**src/rtl/hazard_ctrl.sv**
```systemverilog
// Pipeline hazard controller for the 5-stage CPU.
// Detects load-use and early-branch-operand hazards, then drives the
// PC / IF/ID enables, the ID/EX bubble and the IF/ID flush.
// A halt request freezes the front end. Saturating counters track
// stall cycles and flush cycles.
module hazard_ctrl #(
  parameter int DELAY_SLOT = 1,
  parameter int CNT_W      = 32
) (
  input  logic             clk,
  input  logic             reset,
  input  logic             halt_req,
  input  logic [4:0]       Rn_ID,
  input  logic [4:0]       Rm_ID,
  input  logic             useRn_ID,
  input  logic             useRm_ID,
  input  logic             early_ID,
  input  logic             taken_ID,
  input  logic [4:0]       Rd_EX,
  input  logic             RegWrite_EX,
  input  logic             MemRead_EX,
  input  logic [4:0]       Rd_MEM,
  input  logic             RegWrite_MEM,
  output logic             pc_write,
  output logic             if_id_write,
  output logic             id_ex_bubble,
  output logic             if_id_flush,
  output logic [1:0]       state,
  output logic [CNT_W-1:0] stall_cnt,
  output logic [CNT_W-1:0] flush_cnt
);

  typedef enum logic [1:0] {
    S_RUN      = 2'd0,
    S_STALL_LU = 2'd1,
    S_STALL_BR = 2'd2,
    S_HALT     = 2'd3
  } state_t;

  localparam logic             FLUSH_EN = (DELAY_SLOT == 0);
  localparam logic [CNT_W-1:0] CNT_ONE  = {{(CNT_W-1){1'b0}}, 1'b1};
  localparam logic [4:0]       XZR      = 5'd31;

  state_t           state_q, state_d;
  logic [CNT_W-1:0] stall_cnt_q, stall_cnt_d;
  logic [CNT_W-1:0] flush_cnt_q, flush_cnt_d;
  logic             ex_wr, mem_wr, lu_haz, br_haz, flush_run;

  // Counter increment that sticks at all-ones instead of wrapping.
  function automatic logic [CNT_W-1:0] sat_inc(input logic [CNT_W-1:0] v);
    return (&v) ? v : v + CNT_ONE;
  endfunction

  // Hazard detection and next-state decision; XZR never produces a value.
  always_comb begin
    ex_wr   = RegWrite_EX  & (Rd_EX  != XZR);
    mem_wr  = RegWrite_MEM & (Rd_MEM != XZR);
    lu_haz  = MemRead_EX & ex_wr &
              ((useRn_ID & (Rn_ID == Rd_EX)) | (useRm_ID & (Rm_ID == Rd_EX)));
    br_haz  = early_ID &
              ((ex_wr & (Rm_ID == Rd_EX)) | (mem_wr & (Rm_ID == Rd_MEM)));
    state_d = S_RUN;
    if (halt_req)    state_d = S_HALT;
    else if (br_haz) state_d = S_STALL_BR;
    else if (lu_haz) state_d = S_STALL_LU;
  end

  // Pipeline control outputs follow the decision made this cycle.
  always_comb begin
    flush_run    = (state_d == S_RUN) & taken_ID & FLUSH_EN;
    pc_write     = (state_d == S_RUN);
    if_id_write  = (state_d == S_RUN);
    id_ex_bubble = (state_d != S_RUN);
    if_id_flush  = flush_run;
    if (reset) begin
      pc_write     = 1'b1;
      if_id_write  = 1'b1;
      id_ex_bubble = 1'b1;
      if_id_flush  = 1'b1;
    end
  end

  // Counter next values; a cycle is counted once even if both hazards hit.
  always_comb begin
    stall_cnt_d = stall_cnt_q;
    flush_cnt_d = flush_cnt_q;
    if ((state_d == S_STALL_LU) || (state_d == S_STALL_BR))
      stall_cnt_d = sat_inc(stall_cnt_q);
    if (flush_run)
      flush_cnt_d = sat_inc(flush_cnt_q);
  end

  // State and counter registers.
  always_ff @(posedge clk) begin
    if (reset) begin
      state_q     <= S_RUN;
      stall_cnt_q <= '0;
      flush_cnt_q <= '0;
    end else begin
      state_q     <= state_d;
      stall_cnt_q <= stall_cnt_d;
      flush_cnt_q <= flush_cnt_d;
    end
  end

  assign state     = state_q;
  assign stall_cnt = stall_cnt_q;
  assign flush_cnt = flush_cnt_q;

endmodule

```
**config.mk**
```make
export PLATFORM = sky130hd
export DESIGN_NAME = hazard_ctrl
export DESIGN_NICKNAME = d
export VERILOG_FILES = /design/src/rtl/hazard_ctrl.sv
export SDC_FILE = /design/constraint.sdc
export NUM_CORES = 1
export LEC_CHECK = 0
export ABC_AREA = 1
export BUFFER_PORTS_ARGS = -buffer_cell sky130_fd_sc_hd__buf_2
export CORE_ASPECT_RATIO = 0.7
export CORE_MARGIN = 3
export CORE_UTILIZATION = 53
export CTS_CLUSTER_SIZE = 30
export DETAILED_ROUTE_END_ITERATION = 16
export PLACE_DENSITY = 0.86
export SETUP_SLACK_MARGIN = 0.1
export SYNTH_ARGS = -nofsm -noshare
export SYNTH_HDL_FRONTEND = slang
export SYNTH_SLANG_ARGS = --single-unit
```
**constraint.sdc**
```tcl
create_clock -name clk -period 4.8 [get_ports clk]
set_input_delay 0.24 -clock clk [delete_from_list [all_inputs] [get_ports clk]]
set_output_delay 0.24 -clock clk [all_outputs]
set_load 0.01 [all_outputs]
```
; After elaboration in Yosys (flattened, before gate mapping)
; Index checks and enable logic that the tools add are counted.
[classes]
n_mux = 6
reduce_logical = 5
add_sub_neg = 1
bitwise_logic = 12
eq_ne = 7
[ops]
columns = cell, n
row1 = 32-bit by 1-bit adder with 32-bit output (second input constant), 1
row2 = 32-bit AND reduction, 1
row3 = 5-bit equality test, 3
row4 = 5-bit inequality test (second input constant), 2
row5 = 1-bit AND, 9
row6 = 1-bit two-way mux, 4
row7 = 2-bit two-way mux, 2
row8 = 2-bit by 1-bit equality test with 1-bit output (second input constant), 1
row9 = 2-bit equality test (second input constant), 1
row10 = 2-bit logical NOT, 1
row11 = 1-bit OR, 2
row12 = 2-bit AND reduction, 1
row13 = 2-bit nonzero test, 1
row14 = 1-bit logical OR, 1
row15 = 1-bit NOT, 1
[word_totals]
reg_bits = 34

; Logic depth before layout (Yosys ltp)
; Gate-level depths: netlist of run 1.
[depth]
depth_word = 10
mapped_depth = 15
ltp_nobuf = 14

; Least setup slack after synthesis of run 1
; OpenSTA, ideal clock, no wires.
[synth_path]
kind = input port to flip-flop
from = in Rd_EX[3]
to = reg stall_cnt_q[24], in the netlist stall_cnt[24]
n_path_buf = 0
setup_ps = 128
slack_ps = 2960
t_arrival_ps = 1712
cell_stages = 13
required_ps = 4672
cell_sequence = inv_1 -> nand2_1 -> nand2_1 -> nor2_1 -> nand4_1 -> a21oi_1 -> a21oi_1 -> ha_1 -> nand2_1 -> nor3_2 -> or2_2 -> nand2_1 -> nor2_1
[synth_via]
elab_chain_len = 10
[synth_lines]
columns = element, line
row1 = from (decl), 19  ; input logic [4:0] Rd_EX,
row2 = 5-bit inequality test (tied with other cells), 56  ; ex_wr = RegWrite_EX & (Rd_EX != XZR);
row3 = "1-bit AND, on equally long branches", "56, 59"
row4 = 1-bit AND (tied with other cells), 58  ; lu_haz = MemRead_EX & ex_wr &
row5 = 1-bit AND or 1-bit OR (tied branches), "58, 61"
row6 = 1-bit two-way mux or 1-bit AND (tied branches), "65, 60"
row7 = 2-bit two-way mux (*), 64  ; else if (br_haz) state_d = S_STALL_BR;
row8 = 2-bit two-way mux (*), 63  ; if (halt_req) state_d = S_HALT;
row9 = 2-bit by 1-bit equality test with 1-bit output or 2-bit equality test (tied branches), 87  ; if ((state_d == S_STALL_LU) || (state_d == S_STALL_BR))
row10 = 1-bit logical OR (*), 87
row11 = 2-bit AND reduction (no source line) (*), n/a
row12 = to (signal assigned), 101  ; stall_cnt_q <= stall_cnt_d;
row13 = to (decl), 45  ; logic [CNT_W-1:0] stall_cnt_q, stall_cnt_d;
; Every way passes the cells marked *; elsewhere a longest branch is shown, timed or not.
; A chain may end at the register's enable or synchronous reset.

; Worst setup path after layout of run 1
[layout_path]
from = in Rd_EX[2]
to = reg stall_cnt_q[26], in the netlist stall_cnt[26]
; The elaborated chain is that of the path after synthesis.

==> results of run 1 <==
-- worst paths after layout --
kind                            cells after the start  slack (ps)             to         start
worst max-delay path                               14        2740  stall_cnt[26]      Rd_EX[2]
worst min-delay path                                3         230       state[0]      halt_req
worst max register to register                     10        2810  stall_cnt[19]  stall_cnt[0]
worst min register to register                      2         510   stall_cnt[0]  stall_cnt[0]
-- registers in the layout, indices dropped and copies added, names as in the netlist --
name	cells
stall_cnt	32
state	2
-- cells in the mapped netlist, types with 3 or more instances --
cell | number | share of area, %
nand2_1 | 143 | 21
nand3_1 | 16 | 3.1
inv_1 | 29 | 4.3
xnor2_1 | 4 | 1.4
nand4_1 | 4 | 0.98
nor3_2 | 4 | 1.6
nor2_1 | 59 | 8.7
o21ai_0 | 8 | 1.6
buf_4 | 34 | 10
a21oi_1 | 29 | 5.7
xor2_1 | 12 | 4.1
buf_6 | 4 | 1.8
nor3_1 | 7 | 1.4
dfxtp_1 | 34 | 27
nand3b_1 | 3 | 0.89
-- final cells by class --
class / count / area (um2)
clock buffer: 7 / 76.3
fill: 448 / 1660
inverter: 31 / 119
multi-input combinational: 335 / 1540
sequential: 34 / 681
tap: 55 / 68.8
timing repair buffer: 66 / 330
-- metrics by stage --
stage	total power (uW)	setup slack (ps)	instances	hold slack (ps)
4_1_cts	582	2780	528	218
3_5_place_dp	387	2470	521	507
2_1_floorplan	385	2960	442	371
6_report	578	2740	528	230
3_3_place_gp	385	2520	521	486
5_1_grt	612	2430	528	237
-- power breakdown --
group / switching [uW] / total [uW] / internal, uW
logic: 65.5 / 93.8 / 28.3
clock network: 96.0 / 196 / 99.7
registers: 2.88 / 289 / 286
total: 164 / 578 / 414
-- critical path, cell delays in order --
cell,delay (ps)
buf_2,130
inv_1,50
nand2_1,50
nand2_1,50
nor2_1,130
nand4_1,110
a21oi_1,210
a21oi_1,100
ha_1,450
nand2_8,180
inv_4,290
nand3_1,120
nand2_1,80
nor2_1,50
-- layer usage --
layer  GRT usage, %  up-vias
li1               -     1342
met1           31.8     1202
met2           31.8      124
met3           4.12        9
met4           6.42        0
met5              0        -
-- cells in the final DEF, fill, tap and decap left out --
| cell | instances |
|---|---|
| and3_1 | 1 |
| nor4_1 | 1 |
| a21boi_0 | 1 |
| nand2_8 | 1 |
| nand2_4 | 1 |
| nand2_2 | 1 |
| o21ai_0 | 8 |
| a21oi_1 | 29 |
| nor2_2 | 1 |
| nor2_1 | 59 |
| ha_1 | 2 |
| inv_1 | 29 |
| nand3_1 | 16 |
| inv_2 | 1 |
| buf_2 | 66 |
| inv_4 | 1 |
| clkbuf_8 | 5 |
| nor2_4 | 1 |
| clkbuf_1 | 2 |
| or2_2 | 2 |
| nand3b_1 | 3 |
| xnor2_1 | 4 |
| nor3_1 | 7 |
| nor3_2 | 4 |
| nand4_1 | 4 |
| nand2_1 | 143 |
| dfxtp_1 | 34 |
| xor2_1 | 12 |
| o21a_1 | 1 |
| conb_1 | 32 |
| nor3_4 | 1 |
-- cells by family after synthesis --
family                     Yosys count  share of synthesized area, %
buffers and inverters               73                          17.2
adders and majority gates            2                         0.984
other                                1                         0.147
DFF                                 34                          26.8
AOI/OAI and AO/OA                   39                          7.87
and+or+nand+nor                    246                          41.6
xor gates and xnor gates            16                          5.51
==> summary.txt, run 1 <==
Route
  – Drt first pass iters: 5
  – Wire length on met2: 2520 um
  – DR top layer: met4
  – Drt via density: 5.07
  – Starting DRC count in detailed routing: 204
  – Final wirelength: 6140 um
  – Antenna viol nets, final: 0
  – DRC: 0
  – Vias after detailed routing: 2,677
  – Met3 wire length: 602 um
  – M1 wire length: 2930 um
  – WL/cell: 11.6 um

Power
  – Pwr/cell area: 205 nW/um2
  – VDD IR max: 99.6 uV
  – LEAKAGE: 0.00132 uW

Synth
  – Mapped Area: 2540 um2
  – Dominant synthesized flop cell: dfxtp_1
  – Post-Synthesis Cells: 411
  – Synth unique cells: 32
  – Syn avg cell area: 6.19 um2
  – Seq/Total Area, Yosys: 26.8%
  – Register bit total from synthesis: 34
  – FFs w/ async S/R, synth: 0%
  – Post-synth EDFFs: 0
  – Yosys warns: 0

Clock network
  – CTS Sinks: 34
  – Post-cts resize count: 0
  – Htree depth: 2
  – Clock transition at the registers of the reported paths: 60 ps
  – Clock Path Buffers: 2
  – Clk root buf: clkbuf_8
  – Hold Buf Count CTS: 0
  – CTS tree: built
  – CTS Buf Count: 5
  – Clk_lat worst skew: 290 ps
  – Setup bufs post-CTS: 0

Final layout
  – # nets final: 505
  – Area grow syn2layout: 10.8%
  – # diodes: 0
  – Share of cells above drive strength 1: 18.0%
  – Post-layout util: 62.9%
  – Post-route cell area: 2820 um2

Floorplanning
  – Initial core utilization: 56.8%
  – Chip width: 88.8 um
  – Die area: 5680 um2
  – Top-level I/O count: 100
  – Die Span Y: 64.0 um
  – Rows: 20
  – Core region area: 4480 um2

Outcome
  – Outcome: completed

Setup path
  – CP Capture Type: register
  – Critical Path AT: 2250 ps
  – CP required: 4990 ps
  – CP Launch Type: input pin
  – CP max FO: 30
  – Critical path type: input pin to register

Timing
  – Tcrit/Tclk final: 43.0%
  – Hold Fails Final Rpt: 0
  – # setup viols final: 0
  – RSZ-0062 raised after global routing: false
  – Setup_tns: 0 ps
  – Rel. slew slack: 64.2%
  – Worst Skew: 4.10 ps
  – Slew Limit Fails: 0
  – Least-Margin Pin Slew: 536 ps
  – Maximum achievable frequency: 485 MHz
  – Tmin final: 2060 ps

Place
  – Dpl cell area: 2740 um2
  – I/O Buffers: 66
  – Final RePlAce weighted congestion: 0.891
  – HPWL after DPL: 4770 um

Global route
  – Vias in the first global route: 2,175
  – Total global routing overflow: 0
  – Initial antenna violation count: 0
  – Largest net degree at the start of global routing: 31
  – First-pass GRT wire length: 9740 um
  – Total track usage: 21.6%

Job
  – Max Cap Viol: 0

Hold path
  – Hold/Removal Path Class: input pin to register
(Power assumes the default switching activity.)
==> inputs of run 2 (changes only) <==
--- a/config.mk
+++ b/config.mk
@@ -9,10 +9,10 @@
 export BUFFER_PORTS_ARGS = -buffer_cell sky130_fd_sc_hd__buf_2
 export CORE_ASPECT_RATIO = 0.7
 export CORE_MARGIN = 3
-export CORE_UTILIZATION = 53
+export CORE_UTILIZATION = 49
 export CTS_CLUSTER_SIZE = 30
 export DETAILED_ROUTE_END_ITERATION = 16
-export PLACE_DENSITY = 0.86
+export PLACE_DENSITY = 0.8
 export SETUP_SLACK_MARGIN = 0.1
 export SYNTH_ARGS = -nofsm -noshare
 export SYNTH_HDL_FRONTEND = slang
==> constraint.sdc (replaced) <==
create_clock -name clk -period 2 [get_ports clk]
set_input_delay 0.1 -clock clk [delete_from_list [all_inputs] [get_ports clk]]
set_output_delay 0.1 -clock clk [all_outputs]
set_load 0.01 [all_outputs]
==> run 2 against run 1 <==
Hold slack got worse by 150 ps. Final area increased by 5.9%. Clock-buffer cell count is the same. Flip-flop and latch count unchanged. Die area is 7.5% higher. Setup slack worse by 2500 ps. Clock skew down 1.9 ps. Utilization is 1.9 points lower. Routed wire length is 3.2% higher. First-iteration DRC count rose by 6.9%. Clock power grew 140%. Global-route usage fell by 0.59 points. Critical path type is now register to register. Highest routed layer unchanged.
==> summary.txt, run 2 (synthesized netlist as in run 1, its figures left out) <==
Place
  – Final RePlAce weighted congestion: 0.860 (-3.5%)
  – I/O Buffers: 66 (unchanged)
  – HPWL after DPL: 5030 um (+5.6%)
  – Cells after DPL: 546 (+4.8%)
  – Place WS: 25.1 ps (-2450 ps)

Setup path
  – R2r endpoint: stall_cnt[1]
  – Critical path type: register to register
  – CP Launch Type: register
  – Critical Path AT: 1970 ps (-280 ps)
  – CP max FO: 9 (-70%)
  – CP Capture Type: register
  – Reg-to-reg slack, setup: 210 ps (-2600 ps)
  – CP required: 2180 ps (-2810 ps)
  – Worst r2r src: stall_cnt[0]
  – Crit path launch: stall_cnt[0]
  – Reg2reg path depth: 11 (+1)

Clock network
  – Hold Buf Count CTS: 0 (unchanged)
  – Clk_lat worst skew: 290 ps (about the same)
  – Clk root buf: clkbuf_8
  – CTS Sinks: 34 (unchanged)
  – CTS tree: built
  – Clock Path Buffers: 2 (unchanged)
  – Htree depth: 2 (unchanged)
  – Clock transition at the registers of the reported paths: 60 ps (about the same)
  – CTS Buf Count: 5 (unchanged)

Timing
  – RSZ-0062 raised after global routing: false
  – Least-Margin Pin Slew: 515 ps (-21.4 ps)
  – Rel. slew slack: 65.3% (+1.2 points)
  – Slew Limit Fails: 0 (unchanged)
  – Worst-case hold slack: 77.2 ps (-152 ps)
  – Setup_tns: 0 ps (unchanged)
  – # setup viols final: 0 (unchanged)
  – Tcrit/Tclk final: 89.4%
  – Maximum achievable frequency: 559 MHz
  – Setup ws final: 212 ps (-2530 ps)
  – Worst Skew: 2.19 ps (-1.90 ps)
  – Hold Fails Final Rpt: 0 (unchanged)
  – Tmin final: 1790 ps

Floorplanning
  – Chip width: 92.1 um (+3.7%)
  – Core region area: 4890 um2 (+9.1%)
  – Rows: 21 (+5.0%)
  – Initial core utilization: 52.0% (-4.7 points)
  – Die area: 6110 um2 (+7.5%)
  – Top-level I/O count: 100 (unchanged)
  – Die Span Y: 66.3 um (+3.6%)

Hold path
  – Hold Path Sink: state[0]
  – Worst hold stages: 3 (unchanged)
  – Min-delay src: halt_req
  – Hold/Removal Path Class: input pin to register

Final layout
  – # diodes: 0 (unchanged)
  – Most frequent cells in the layout: nand2_1, buf_2, nor2_1, conb_1, dfxtp_1
  – Post-layout util: 61.0% (-1.9 points)
  – Fillcell total: 512 (+14%)
  – Area grow syn2layout: 17.3%
  – Most common cell after layout, fill and taps aside: nand2_1
  – # nets final: 519 (+2.8%)
  – FF+latch area: 683 um2 (+0.37%)
  – Share of cells above drive strength 1: 21.4% (+3.4 points)
  – Max reg flops: 32 (unchanged)
  – Multi-input gate area: 1580 um2 (+2.1%)
  – Fin cells: 556 (+5.3%)

Global route
  – Initial antenna violation count: 0 (unchanged)
  – Vias in the first global route: 2,172 (-0.14%)
  – Largest net degree at the start of global routing: 24 (-23%)
  – Total global routing overflow: 0 (unchanged)
  – Grt met1 use: 30.3% (-1.5 points)
  – GRT met2 Usage: 31.3% (-0.49 points)
  – First-pass GRT wire length: 10,100 um (+4.2%)
  – GR Util met3: 6.37% (+2.2 points)
  – Gr busiest metal: met2
  – Total track usage: 21.0% (-0.59 points)

Route
  – Final wirelength: 6330 um (+3.2%)
  – Drt first pass iters: 4 (-1)
  – WL/cell: 11.4 um (-2.0%)
  – Drt via density: 4.72 (-6.9%)
  – Antenna viol nets, final: 0 (unchanged)
  – Vias after detailed routing: 2,625 (-1.9%)
  – Starting DRC count in detailed routing: 218 (+6.9%)
  – DRC: 0 (unchanged)

Power
  – Pwr/cell area: 483 nW/um2 (+140%)
  – LEAKAGE: 0.00142 uW (+7.2%)
  – VDD IR max: 334 uV (+240%)

Outcome
  – Outcome: completed

Job
  – Max Cap Viol: 0 (unchanged)
[run 2: cell count changes in the layout (fill, tap and decap cells not counted), sizes merged]
cell	change
buf	+14
[run 2: how the worst max path moves through the flow]
stage / slack, ps / end
2_1_floorplan: 300 / stall_cnt[23]
3_3_place_gp: 90 / stall_cnt[10]
3_5_place_dp: 30 / stall_cnt[10]
4_1_cts: 110 / stall_cnt[10]
5_1_grt: 100 / stall_cnt[14]
6_report: 210 / stall_cnt[1]
[run 2: worst max-delay path, stage by stage (launching register included)]
cell     delay [ps]
dfxtp_2         370
ha_4            150
nand3_2         110
nor3_4          280
inv_2            70
nor2_4          140
nand2_4          80
nand2_8          80
inv_4            60
buf_4           160
nor2_1          100
nor2_1           50
[run 2: report_power, final]
group,switching [uW],internal (uW)
clock,237,239
sequential,9.75,687
combinational,166,102
[run 2: metrics by stage]
step / area (um2) / power [uW]
floorplan: 2660 / 923
CTS: 2920 / 1440
global route: 2980 / 1510
finish: 2980 / 1440
detailed placement: 2840 / 962
global placement: 2840 / 956
[run 2: metal layers]
layer / share of wire [%] / routed length [um]
met1: 48 / 3060
met2: 42 / 2640
met3: 8.8 / 556
met4: 1.1 / 70
met5: 0 / 0
[run 2: what timing repair did]
item,CTS,global route
setup endpoints to repair,0,29
gates resized for setup,0,10
buffers inserted,0,3
[run 2: area by class of cell]
cell class                 count  share of cell area, %
multi-input combinational    335                   52.8
tap                           69                   2.89
sequential                    34                   22.9
timing repair buffer          80                   14.8
inverter                      31                   3.98
clock buffer                   7                   2.56
==> inputs of run 3 (changes only) <==
--- a/config.mk
+++ b/config.mk
@@ -5,11 +5,10 @@
 export SDC_FILE = /design/constraint.sdc
 export NUM_CORES = 1
 export LEC_CHECK = 0
-export ABC_AREA = 1
 export BUFFER_PORTS_ARGS = -buffer_cell sky130_fd_sc_hd__buf_2
 export CORE_ASPECT_RATIO = 0.7
 export CORE_MARGIN = 3
-export CORE_UTILIZATION = 49
+export CORE_UTILIZATION = 47
 export CTS_CLUSTER_SIZE = 30
 export DETAILED_ROUTE_END_ITERATION = 16
 export PLACE_DENSITY = 0.8
==> run 3 against run 2 <==
The flow now finishes with violations (setup timing). Maximum frequency decreased by 32%. Critical path depth unchanged. Global-route usage increased by 8.0 points. Routed wire length increased by 31%. Hold slack improved by 16 ps. Utilization increased by 16 points. Final cell count decreased by 16%. Register-to-register slack got worse by 530 ps. Via count increased by 3.2%. Die area decreased by 7.8%. Highest routed layer unchanged.
==> summary.txt, run 3 <==
Clock network
  – Clk root buf: clkbuf_8
  – Clock transition at the registers of the reported paths: 60 ps (about the same)
  – CTS Buf Count: 5 (unchanged)
  – Clk_lat worst skew: 300 ps (about the same)
  – CTS tree: built
  – Hold Buf Count CTS: 0 (unchanged)
  – Clock Path Buffers: 2 (unchanged)
  – Htree depth: 2 (unchanged)
  – CTS Sinks: 34 (unchanged)

Global route
  – First-pass GRT wire length: 12,500 um (+23%)
  – Largest net degree at the start of global routing: 45 (+88%)
  – Total track usage: 29.0% (+8.0 points)
  – Vias in the first global route: 2,565 (+18%)
  – Total global routing overflow: 0 (unchanged)
  – Initial antenna violation count: 0 (unchanged)

Setup path
  – CP required: 2200 ps (+20 ps)
  – Critical path type: input pin to register
  – Critical Path AT: 2850 ps (+880 ps)
  – CP Capture Type: register
  – Reg2reg path depth: 6 (-5)
  – Worst path cell trace: buf_8 > xnor2_4 > nand2_1 > or4_4 > and3b_2 > ha_4 > nand4_1 > nor4_4 > o311ai_4 > or4_1 > a21oi_1
  – Critical Path Max Stage Delay: 490 ps (+120 ps)
  – Reg-to-reg slack, setup: -320 ps (-530 ps)
  – Worst r2r src: stall_cnt[25]
  – CP max FO: 6 (-3)
  – Worst path slowest cell: or4_4
  – Crit path max-delay family: simple AND/OR/NAND/NOR gates
  – CP Launch Type: input pin
  – Buf+Inv Stages, Crit Path: 1 (-2)
  – R2r endpoint: stall_cnt[15]

Hold path
  – Worst hold stages: 3 (unchanged)
  – Hold/Removal Path Class: input pin to register
  – Min-delay src: halt_req
  – Hold Path Sink: state[0]

Route
  – Drt first pass iters: 5 (+1)
  – Vias after detailed routing: 2,709 (+3.2%)
  – Starting DRC count in detailed routing: 261 (+20%)
  – Drt via density: 5.81 (+23%)
  – WL/cell: 17.8 um (+56%)
  – Antenna viol nets, final: 0 (unchanged)
  – DRC: 0 (unchanged)
  – Final wirelength: 8300 um (+31%)

Synth
  – Post-Synthesis Cells: 277 (-33%)
  – Seq/Total Area, Yosys: 30.5% (+3.7 points)
  – Dominant synthesized flop cell: dfxtp_1
  – Post-synth top area share: 30.5% (+3.7 points)
  – Synth area leaders: dfxtp_1, buf_4, xnor2_1
  – Syn avg cell area: 8.07 um2 (+30%)
  – Leading area contributor after synthesis: dfxtp_1
  – Register bit total from synthesis: 34 (unchanged)
  – Top cells by count, synth: buf_4, dfxtp_1, a21oi_1, nand3_1, xnor2_1
  – Mapped Area: 2230 um2 (-12%)
  – FFs w/ async S/R, synth: 0% (unchanged)
  – Yosys warns: 0 (unchanged)
  – Synth unique cells: 44 (+38%)
  – Post-synth EDFFs: 0 (unchanged)

Job
  – Max Cap Viol: 0 (unchanged)

Final layout
  – # nets final: 443 (-15%)
  – Max reg flops: 32 (unchanged)
  – Most common cell after layout, fill and taps aside: buf_4
  – # diodes: 0 (unchanged)
  – Most frequent cells in the layout: buf_4, buf_2, dfxtp_1, conb_1, a21oi_1
  – Share of cells above drive strength 1: 46.2% (+25 points)
  – Area grow syn2layout: 53.8%

Floorplanning
  – Chip width: 88.4 um (-4.0%)
  – Die Span Y: 63.7 um (-3.9%)
  – Die area: 5630 um2 (-7.8%)
  – Rows: 20 (-4.8%)
  – Core region area: 4450 um2 (-8.9%)
  – Initial core utilization: 50.2% (-1.9 points)
  – Top-level I/O count: 100 (unchanged)

Timing
  – Setup ws final: -644 ps (-856 ps)
  – Maximum achievable frequency: 378 MHz (-32%)
  – RSZ-0062 raised after global routing: true
  – # setup viols final: 32 (+32)
  – Worst Skew: 13.6 ps (+11.4 ps)
  – Least-Margin Pin Slew: 802 ps (+287 ps)
  – Slew Limit Fails: 0 (unchanged)
  – Rel. slew slack: 46.6% (-19 points)
  – Tcrit/Tclk final: 132% (+43 points)
  – Setup_tns: -12,540 ps (-12,540 ps)
  – Tmin final: 2640 ps (+856 ps)
  – Hold Fails Final Rpt: 0 (unchanged)

Outcome
  – Outcome: finished, violations left
  – Violated checks: setup timing

Place
  – Final RePlAce weighted congestion: 0.811 (-5.7%)
  – Place WS: -931 ps (-956 ps)
  – HPWL after DPL: 5030 um (about the same)
  – I/O Buffers: 66 (unchanged)

Power
  – Pwr Total: 1550 uW (+7.4%)
  – Pwr/cell area: 450 nW/um2 (-6.8%)
  – VDD IR max: 370 uV (+11%)
  – LEAKAGE: 0.00154 uW (+8.8%)
==> run 3: changes by cell type after synthesis, moves of 6 or more <==
cell / delta
a21oi_1: -9
inv_1: -19
nand2_1: -127
nand4_1: +8
nor2_1: -43
nor2b_1: +7
nor3_1: -6
o21ai_0: +6
o31ai_1: +6
or3_1: +12
or4_1: +12
xnor2_1: +13
xor2_1: -11
==> run 3: how the worst max path moves through the flow <==
| stage | from | end | slack (ps) | depth (start not counted) |
|---|---|---|---|---|
| 6_report | Rd_EX[2] | stall_cnt[29] | -640 | 11 |
| 4_1_cts | Rd_EX[2] | stall_cnt[30] | -450 | 11 |
| 3_5_place_dp | Rd_EX[2] | stall_cnt[30] | -930 | 11 |
| 5_1_grt | Rd_EX[2] | stall_cnt[29] | -750 | 11 |
| 2_1_floorplan | Rd_EX[0] | stall_cnt[30] | -640 | 12 |
| 3_3_place_gp | Rd_EX[0] | stall_cnt[30] | -850 | 11 |
==> run 3: logic make-up after synthesis <==
logic type | Yosys count | share of synthesized area, %
AOI/OAI and AO/OA | 54 | 15.3
other | 1 | 0.168
adders and majority gates | 2 | 1.12
xor gates and xnor gates | 18 | 7.05
and+or+nand+nor | 111 | 28.5
DFF | 34 | 30.5
muxes | 6 | 2.97
buffers and inverters | 51 | 14.4
==> run 3: report_power, final <==
group	total, uW	internal, uW	switching, uW
combinational	357	177	180
clock	500	234	266
sequential	690	686	4.44
total	1550	1100	450
==> run 3: worst register-to-register path, delay by kind of cell (launching register included) <==
| family | cells | cell delay [ps] |
|---|---|---|
| and+or+nand+nor | 3 | 890 |
| AOI/OAI and AO/OA | 1 | 560 |
| DFF | 1 | 380 |
| buffers and inverters | 1 | 230 |
| xor gates and xnor gates | 1 | 130 |
==> run 3: layout make-up <==
type,instances,area [um2]
clock inverters,2,10.0
fillers,284,1020
flip-flops and latches,34,681
well taps,55,68.8
inverters,10,40.0
repair buffers,136,970
clock buffers,5,68.8
multi-input cells,224,1600
==> run 3: what timing repair did <==
item,CTS,global route
resized for setup,45,17
setup endpoints to repair,34,34
pin swaps,9,5
buffers inserted,7,4
cloned,1,0
==> run 3: layer usage <==
metal / up-vias / GRT usage [%] / part of all wire (%)
li1: 1218 / - / -
met1: 1249 / 33.5 / 37
met2: 191 / 48.5 / 48
met3: 51 / 6.67 / 9.6
met4: 0 / 16.6 / 5.3
met5: - / 0 / 0
==> run 3: per-stage QoR <==
step,area (um2),cells,utilization [%],hold slack (ps)
6_report,3440,466,77.2,93.7
5_1_grt,3440,466,77.2,101
4_1_cts,3340,464,75.1,71.8
3_5_place_dp,2990,450,67.2,364
3_3_place_gp,2990,450,67.2,352
2_1_floorplan,2420,308,-,235
